==> src/rtl/versatile_fifo_sync_multi_ch_if.sv <==
// rtl/versatile_fifo_sync_multi_ch_if.sv - write/read/flag bundle of the multi-channel FIFO
interface versatile_fifo_sync_multi_ch_if #(
  parameter int data_width = 18,
  parameter int ch_width   = 2
);
  logic [data_width-1:0]    d;
  logic                     wr;
  logic [ch_width-1:0]      wr_ch;
  logic                     rd;
  logic [ch_width-1:0]      rd_ch;
  logic [2**ch_width-1:0]   flush;
  logic [data_width-1:0]    q;
  logic                     q_valid;
  logic [2**ch_width-1:0]   fifo_full;
  logic [2**ch_width-1:0]   fifo_empty;
  logic [2**ch_width-1:0]   overflow;

  modport master (
    output d, wr, wr_ch, rd, rd_ch, flush,
    input  q, q_valid, fifo_full, fifo_empty, overflow
  );

  modport slave (
    input  d, wr, wr_ch, rd, rd_ch, flush,
    output q, q_valid, fifo_full, fifo_empty, overflow
  );
endinterface

==> src/rtl/versatile_fifo_sync_multi_ch.sv <==
// rtl/versatile_fifo_sync_multi_ch.sv - single-clock multi-channel FIFO over one shared dual-port RAM
// Each channel owns RAM region {ch, ptr}; pointers carry one extra wrap bit for full/empty.
module versatile_fifo_sync_multi_ch #(
  parameter int data_width = 18,
  parameter int addr_width = 4,
  parameter int ch_width   = 2
) (
  input logic clk,
  input logic rst,
  versatile_fifo_sync_multi_ch_if.slave bus
);
  localparam int ch_n      = 2**ch_width;
  localparam int ram_depth = 2**(addr_width + ch_width);

  typedef logic [addr_width:0] ptr_t;

  ptr_t                            wptr [ch_n];
  ptr_t                            rptr [ch_n];
  logic [data_width-1:0]           ram  [ram_depth];
  logic [ch_n-1:0]                 full;
  logic [ch_n-1:0]                 empty;
  logic [ch_n-1:0]                 ovf;
  logic [data_width-1:0]           q_r;
  logic                            q_valid_r;
  logic                            wr_ok;
  logic                            wr_drop;
  logic                            rd_ok;
  logic [addr_width+ch_width-1:0]  wr_addr;
  logic [addr_width+ch_width-1:0]  rd_addr;

  always_comb begin
    full  = '0;
    empty = '0;
    for (int c = 0; c < ch_n; c++) begin
      empty[c] = (wptr[c] == rptr[c]);
      full[c]  = (wptr[c][addr_width-1:0] == rptr[c][addr_width-1:0]) &&
                 (wptr[c][addr_width] != rptr[c][addr_width]);
    end
  end

  // Flags are pre-cycle values, so a same-channel wr+rd never touches one RAM address twice.
  assign wr_ok   = bus.wr && !full[bus.wr_ch]  && !bus.flush[bus.wr_ch];
  assign wr_drop = bus.wr &&  full[bus.wr_ch]  && !bus.flush[bus.wr_ch];
  assign rd_ok   = bus.rd && !empty[bus.rd_ch] && !bus.flush[bus.rd_ch];
  assign wr_addr = {bus.wr_ch, wptr[bus.wr_ch][addr_width-1:0]};
  assign rd_addr = {bus.rd_ch, rptr[bus.rd_ch][addr_width-1:0]};

  always_ff @(posedge clk) begin
    if (rst) begin
      for (int c = 0; c < ch_n; c++) begin
        wptr[c] <= '0;
        rptr[c] <= '0;
      end
      ovf <= '0;
    end else begin
      for (int c = 0; c < ch_n; c++) begin
        if (bus.flush[c]) begin
          wptr[c] <= '0;
          rptr[c] <= '0;
          ovf[c]  <= 1'b0;
        end else begin
          if (wr_ok && (bus.wr_ch == ch_width'(c)))
            wptr[c] <= wptr[c] + 1'b1;
          if (rd_ok && (bus.rd_ch == ch_width'(c)))
            rptr[c] <= rptr[c] + 1'b1;
          if (wr_drop && (bus.wr_ch == ch_width'(c)))
            ovf[c] <= 1'b1;
        end
      end
    end
  end

  // RAM is not reset; an empty channel can never expose stale words.
  always_ff @(posedge clk) begin
    if (!rst && wr_ok)
      ram[wr_addr] <= bus.d;
  end

  always_ff @(posedge clk) begin
    if (rst) begin
      q_r       <= '0;
      q_valid_r <= 1'b0;
    end else begin
      q_valid_r <= rd_ok;
      if (rd_ok)
        q_r <= ram[rd_addr];
    end
  end

  assign bus.q          = q_r;
  assign bus.q_valid    = q_valid_r;
  assign bus.fifo_full  = full;
  assign bus.fifo_empty = empty;
  assign bus.overflow   = ovf;
endmodule

==> src/flat_wrapper.sv <==
// flat-port wrapper written by rule: the top's interface ports become plain ports
module versatile_fifo_sync_multi_ch_flat 
#(
  parameter int data_width = 18,
  parameter int addr_width = 4,
  parameter int ch_width   = 2
)
  (clk, rst, bus_d, bus_wr, bus_wr_ch, bus_rd, bus_rd_ch, bus_flush, bus_q, bus_q_valid, bus_fifo_full, bus_fifo_empty, bus_overflow);
  versatile_fifo_sync_multi_ch_if #(.data_width(data_width), .ch_width(ch_width)) bus_i ();
  input logic clk;
  input logic rst;
  input wire logic [$bits(bus_i.d)-1:0] bus_d;
  input wire logic [$bits(bus_i.wr)-1:0] bus_wr;
  input wire logic [$bits(bus_i.wr_ch)-1:0] bus_wr_ch;
  input wire logic [$bits(bus_i.rd)-1:0] bus_rd;
  input wire logic [$bits(bus_i.rd_ch)-1:0] bus_rd_ch;
  input wire logic [$bits(bus_i.flush)-1:0] bus_flush;
  output wire logic [$bits(bus_i.q)-1:0] bus_q;
  output wire logic [$bits(bus_i.q_valid)-1:0] bus_q_valid;
  output wire logic [$bits(bus_i.fifo_full)-1:0] bus_fifo_full;
  output wire logic [$bits(bus_i.fifo_empty)-1:0] bus_fifo_empty;
  output wire logic [$bits(bus_i.overflow)-1:0] bus_overflow;
  assign bus_i.d = bus_d;
  assign bus_i.wr = bus_wr;
  assign bus_i.wr_ch = bus_wr_ch;
  assign bus_i.rd = bus_rd;
  assign bus_i.rd_ch = bus_rd_ch;
  assign bus_i.flush = bus_flush;
  assign bus_q = bus_i.q;
  assign bus_q_valid = bus_i.q_valid;
  assign bus_fifo_full = bus_i.fifo_full;
  assign bus_fifo_empty = bus_i.fifo_empty;
  assign bus_overflow = bus_i.overflow;
  versatile_fifo_sync_multi_ch #(.data_width(data_width), .addr_width(addr_width), .ch_width(ch_width)) u_core (.clk(clk), .rst(rst), .bus(bus_i));
endmodule
==> config.mk <==
export PLATFORM = sky130hd
export DESIGN_NAME = versatile_fifo_sync_multi_ch_flat
export DESIGN_NICKNAME = d
export VERILOG_FILES = /design/src/rtl/versatile_fifo_sync_multi_ch_if.sv /design/src/rtl/versatile_fifo_sync_multi_ch.sv /design/src/flat_wrapper.sv
export SDC_FILE = /design/constraint.sdc
export NUM_CORES = 1
export LEC_CHECK = 0
export CAP_MARGIN = 0
export CELL_PAD_IN_SITES_DETAIL_PLACEMENT = 1
export CELL_PAD_IN_SITES_GLOBAL_PLACEMENT = 1
export CORE_MARGIN = 1.5
export CORE_UTILIZATION = 58
export CTS_CLUSTER_DIAMETER = 120
export CTS_CLUSTER_SIZE = 28
export DETAILED_ROUTE_END_ITERATION = 8
export PLACE_DENSITY = 0.8
export SYNTH_ARGS = -nofsm -noshare
export SYNTH_HDL_FRONTEND = slang
export SYNTH_SLANG_ARGS = --single-unit
==> constraint.sdc <==
create_clock -name clk -period 9.2 [get_ports clk]
set_input_delay 1.84 -clock clk [delete_from_list [all_inputs] [get_ports clk]]
set_output_delay 1.84 -clock clk [all_outputs]
set_load 0.05 [all_outputs]
==> results.sh <==
export IMPL_status="finished clean"
export IMPL_ios=61
export IMPL_syn2layout_area_growth_pct=6.82
export IMPL_die_area_um2=85500
export IMPL_synth_area_leaders="edfxtp_1 74%, mux2i_1 11%, mux4_2 2.8%, nor2_1 1.8%, nand2_1 1.1%"
export IMPL_post_drt_wl_per_cell_um=32.9
export IMPL_start_kind="input port"
export IMPL_power_frac_comb=0.093
export IMPL_initial_core_util=0.589
export IMPL_route_detailed_drc=0
export IMPL_final_hold_violation_count=0
export IMPL_synth_compound_area_frac=0.0381
export IMPL_antenna_found_initial=1
export IMPL_sw_frac_of_total=0.235
export IMPL_worstPathMaxFanout=51
export IMPL_syn_area_per_cell_um2=16.9
export IMPL_yosys_most_used_dff="edfxtp_1"
export IMPL_synth_top_area_cell="edfxtp_1"
export IMPL_cts_sinks=1215
export IMPL_synth_adder_area_share=0.00206
export IMPL_routed_via_density=6.66
export IMPL_cts_hold_buf=0
export IMPL_synth_area_um2=48600
export IMPL_synth_nets=2906
export IMPL_hp_start="u_core.bus.overflow[2]"
export IMPL_hpwl_um=79900
export IMPL_required_ns=9.74
export IMPL_max_stage_delay_ns=1.17
export IMPL_critical_path_slowest_cell="mux4_4"
export IMPL_internal_power_w=0.00745
export IMPL_peakVddDrop_v=0.000153
export IMPL_synth_cell_types=52
export IMPL_die_x_um=292
export IMPL_grt_usage=0.310
export IMPL_powerDensity_nw_per_um2=188
export IMPL_finalSetupViolations=0
export IMPL_drtIter0Drc=2978
export IMPL_netlist_area_leader_share=0.737
export IMPL_synth_enable_flop_cells=1192
export IMPL_fin_crit_ns=6.45
export IMPL_fill_cells=7203
export IMPL_grt_max_degree=133
export IMPL_num_vias=26863
export IMPL_cts_tree="done"
export IMPL_rows=105
export IMPL_clock_latency_ns=0.66
export IMPL_crit_family="buffers and inverters"
export IMPL_grt_pass1_vias=27621
export IMPL_maxCapViolCount=0
export IMPL_cts_htree_levels=2
export IMPL_die_h_um=292
export IMPL_p_seq_frac=0.629
export IMPL_netSwitchingPower_w=0.00229
export IMPL_drv_slew=0
export IMPL_hold_class="reg2reg"
export IMPL_cts_buffer_depth=3
export IMPL_crit_path_start="bus_rd_ch[0]"
export IMPL_endpoint_kind="flip-flop"
export IMPL_synthCells=2868
export IMPL_cts_root_buf="clkbuf_16"
export IMPL_gp_congestion=0.841
export IMPL_pwr_share_clk=0.277
export IMPL_overflow=0
export IMPL_routed_wl_um=133000
export IMPL_async_reset_ff_frac=0
export IMPL_grt_setup_unrepaired="no"
export IMPL_path_class="in2reg"
export IMPL_nets=2963
export IMPL_fin_util=0.629
export IMPL_ys_ff_latch=1215
export IMPL_finalSetupTns_ns=0
export IMPL_ys_seq_area_frac=0.746
export IMPL_cts_inserted_buffers=49
export IMPL_skew_ns=0.0296
export IMPL_cts_resized=0
export IMPL_hold_slack_ns=0.533
export IMPL_post_cts_buffers=0
export IMPL_crit_chain="clkdlybuf4s50_1, mux4_4, buf_4, mux2i_1, o32ai_1, nor3_1, a21oi_1, a311oi_1"
export IMPL_cts_clk_slew_worst_paths_ns=0.11
export IMPL_fmax_ghz=0.155
export IMPL_grt_pass1_wl_um=192000
export IMPL_core_area_um2=82500
export IMPL_crit_arrival_ns=6.99
export IMPL_dr_pass1_iters=7
export IMPL_worstMarginPinSlew_ns=1.44
export IMPL_ant_nets=0
export IMPL_post_route_period_util=0.701
export IMPL_antenna_cells=0
export IMPL_layout_drive_gt1_share=0.0894
export IMPL_synthSimpleGateAreaFrac=0.0522
export IMPL_muxShareOfSynthArea=0.134
export IMPL_slew_headroom=0.0398
export IMPL_synth_xor_area_frac=0.00793
export IMPL_power_leakage_nw=16.1
export IMPL_portBuffers=60
export IMPL_r2r_start="u_core.rptr[1][1]"
export IMPL_synth_top_family_by_area="multiplexers"
export IMPL_ys_warnings_count=0
export IMPL_crit_buf_inv=2
## worst paths after layout
kind	endpoint	slack, ns	depth (start not counted)
setup / recovery	u_core.bus.q[5]	2.75	8
hold / removal	u_core.bus.overflow[2]	0.53	2
setup reg to reg	u_core.bus.q[5]	4.50	7
hold reg to reg	u_core.bus.overflow[2]	0.53	2
## tightest hold or removal path: stages (launching register included)
cell and delay [ns]:
dfxtp_1 0.33, a21oi_1 0.11, nor3_1 0.05
## cell type report
| class | instances | area (um2) | share of cell area |
|---|---|---|---|
| Multi-Input combinational cell | 1486 | 11500 | 0.221 |
| Tap cell | 1070 | 1340 | 0.0258 |
| Timing Repair Buffer | 164 | 1380 | 0.0266 |
| Inverter | 9 | 33.8 | 0.000651 |
| Clock inverter | 2 | 28.8 | 0.000554 |
| Clock buffer | 89 | 1420 | 0.0273 |
| Sequential cell | 1215 | 36300 | 0.698 |
## synthesized netlist by cell type (35+ instances only)
| library cell | n |
|---|---|
| edfxtp_1 | 1192 |
| mux2i_1 | 512 |
| nor2_1 | 237 |
| nand2_1 | 142 |
| a21oi_1 | 94 |
| nand3_1 | 92 |
| o22ai_1 | 73 |
| mux4_2 | 61 |
| buf_2 | 56 |
| clkbuf_1 | 50 |
| nor3_1 | 40 |
| o32ai_1 | 35 |
## cell families after synthesis
family	after synthesis
adder cells (fa/ha/maj)	8
XOR/XNOR	44
flip-flops	1215
AO/OA/AOI/OAI	284
multiplexers	576
AND/OR/NAND/NOR	574
buffers and inverters	167
## power groups by stage
stage | Sequential, W | Clock, W | Combinational (W)
6_report | 0.00613 | 0.00270 | 0.000909
5_1_grt | 0.00613 | 0.00285 | 0.000949
4_1_cts | 0.00613 | 0.00271 | 0.000904
3_5_place_dp | 0.00626 | 0 | 0.000900
3_3_place_gp | 0.00625 | 0 | 0.000865
2_1_floorplan | 0.00626 | 0 | 0.000525
## per-stage QoR
| stage | worst slack [ns] | power (W) | instances | cell area (um2) |
|---|---|---|---|---|
| global route | 2.69 | 0.00994 | 4035 | 51900 |
| finish | 2.75 | 0.00974 | 4035 | 51900 |
| floorplan | 4.55 | 0.00679 | 2868 | 48600 |
| global placement | 2.45 | 0.00712 | 3944 | 50500 |
| CTS | 2.96 | 0.00975 | 4035 | 51900 |
| detailed placement | 2.27 | 0.00715 | 3944 | 50500 |
## registers in the layout, indices dropped and copies added, names as in the netlist
signal,cells
u_core.wptr,20
u_core.bus.overflow,4
u_core.rptr,20
u_core.ram,1152
u_core.bus.q,18
u_core.bus.q_valid,1
## cells in the final DEF (no fill, tap or decap), drive strengths merged, types with 23 or more instances in the layout
| cell type | n |
|---|---|
| edfxtp | 1192 |
| dfxtp | 23 |
| xor2 | 26 |
| o22ai | 73 |
| buf | 122 |
| a21oi | 94 |
| nor3 | 40 |
| o32ai | 35 |
| mux2i | 512 |
| clkbuf | 89 |
| clkdlybuf4s50 | 42 |
| nand3 | 92 |
| mux4 | 61 |
| nand2 | 145 |
| nor2 | 240 |
## routing by layer
| metal | vias up | track usage | share of wire |
|---|---|---|---|
| met2 | 1257 | 0.504 | 0.48 |
| met4 | 0 | 0.0986 | 0.034 |
| li1 | 11278 | - | - |
| met3 | 197 | 0.0447 | 0.081 |
| met5 | - | 0 | 0 |
| met1 | 14131 | 0.439 | 0.40 |
Note: power is estimated with default switching activity, not from simulation.
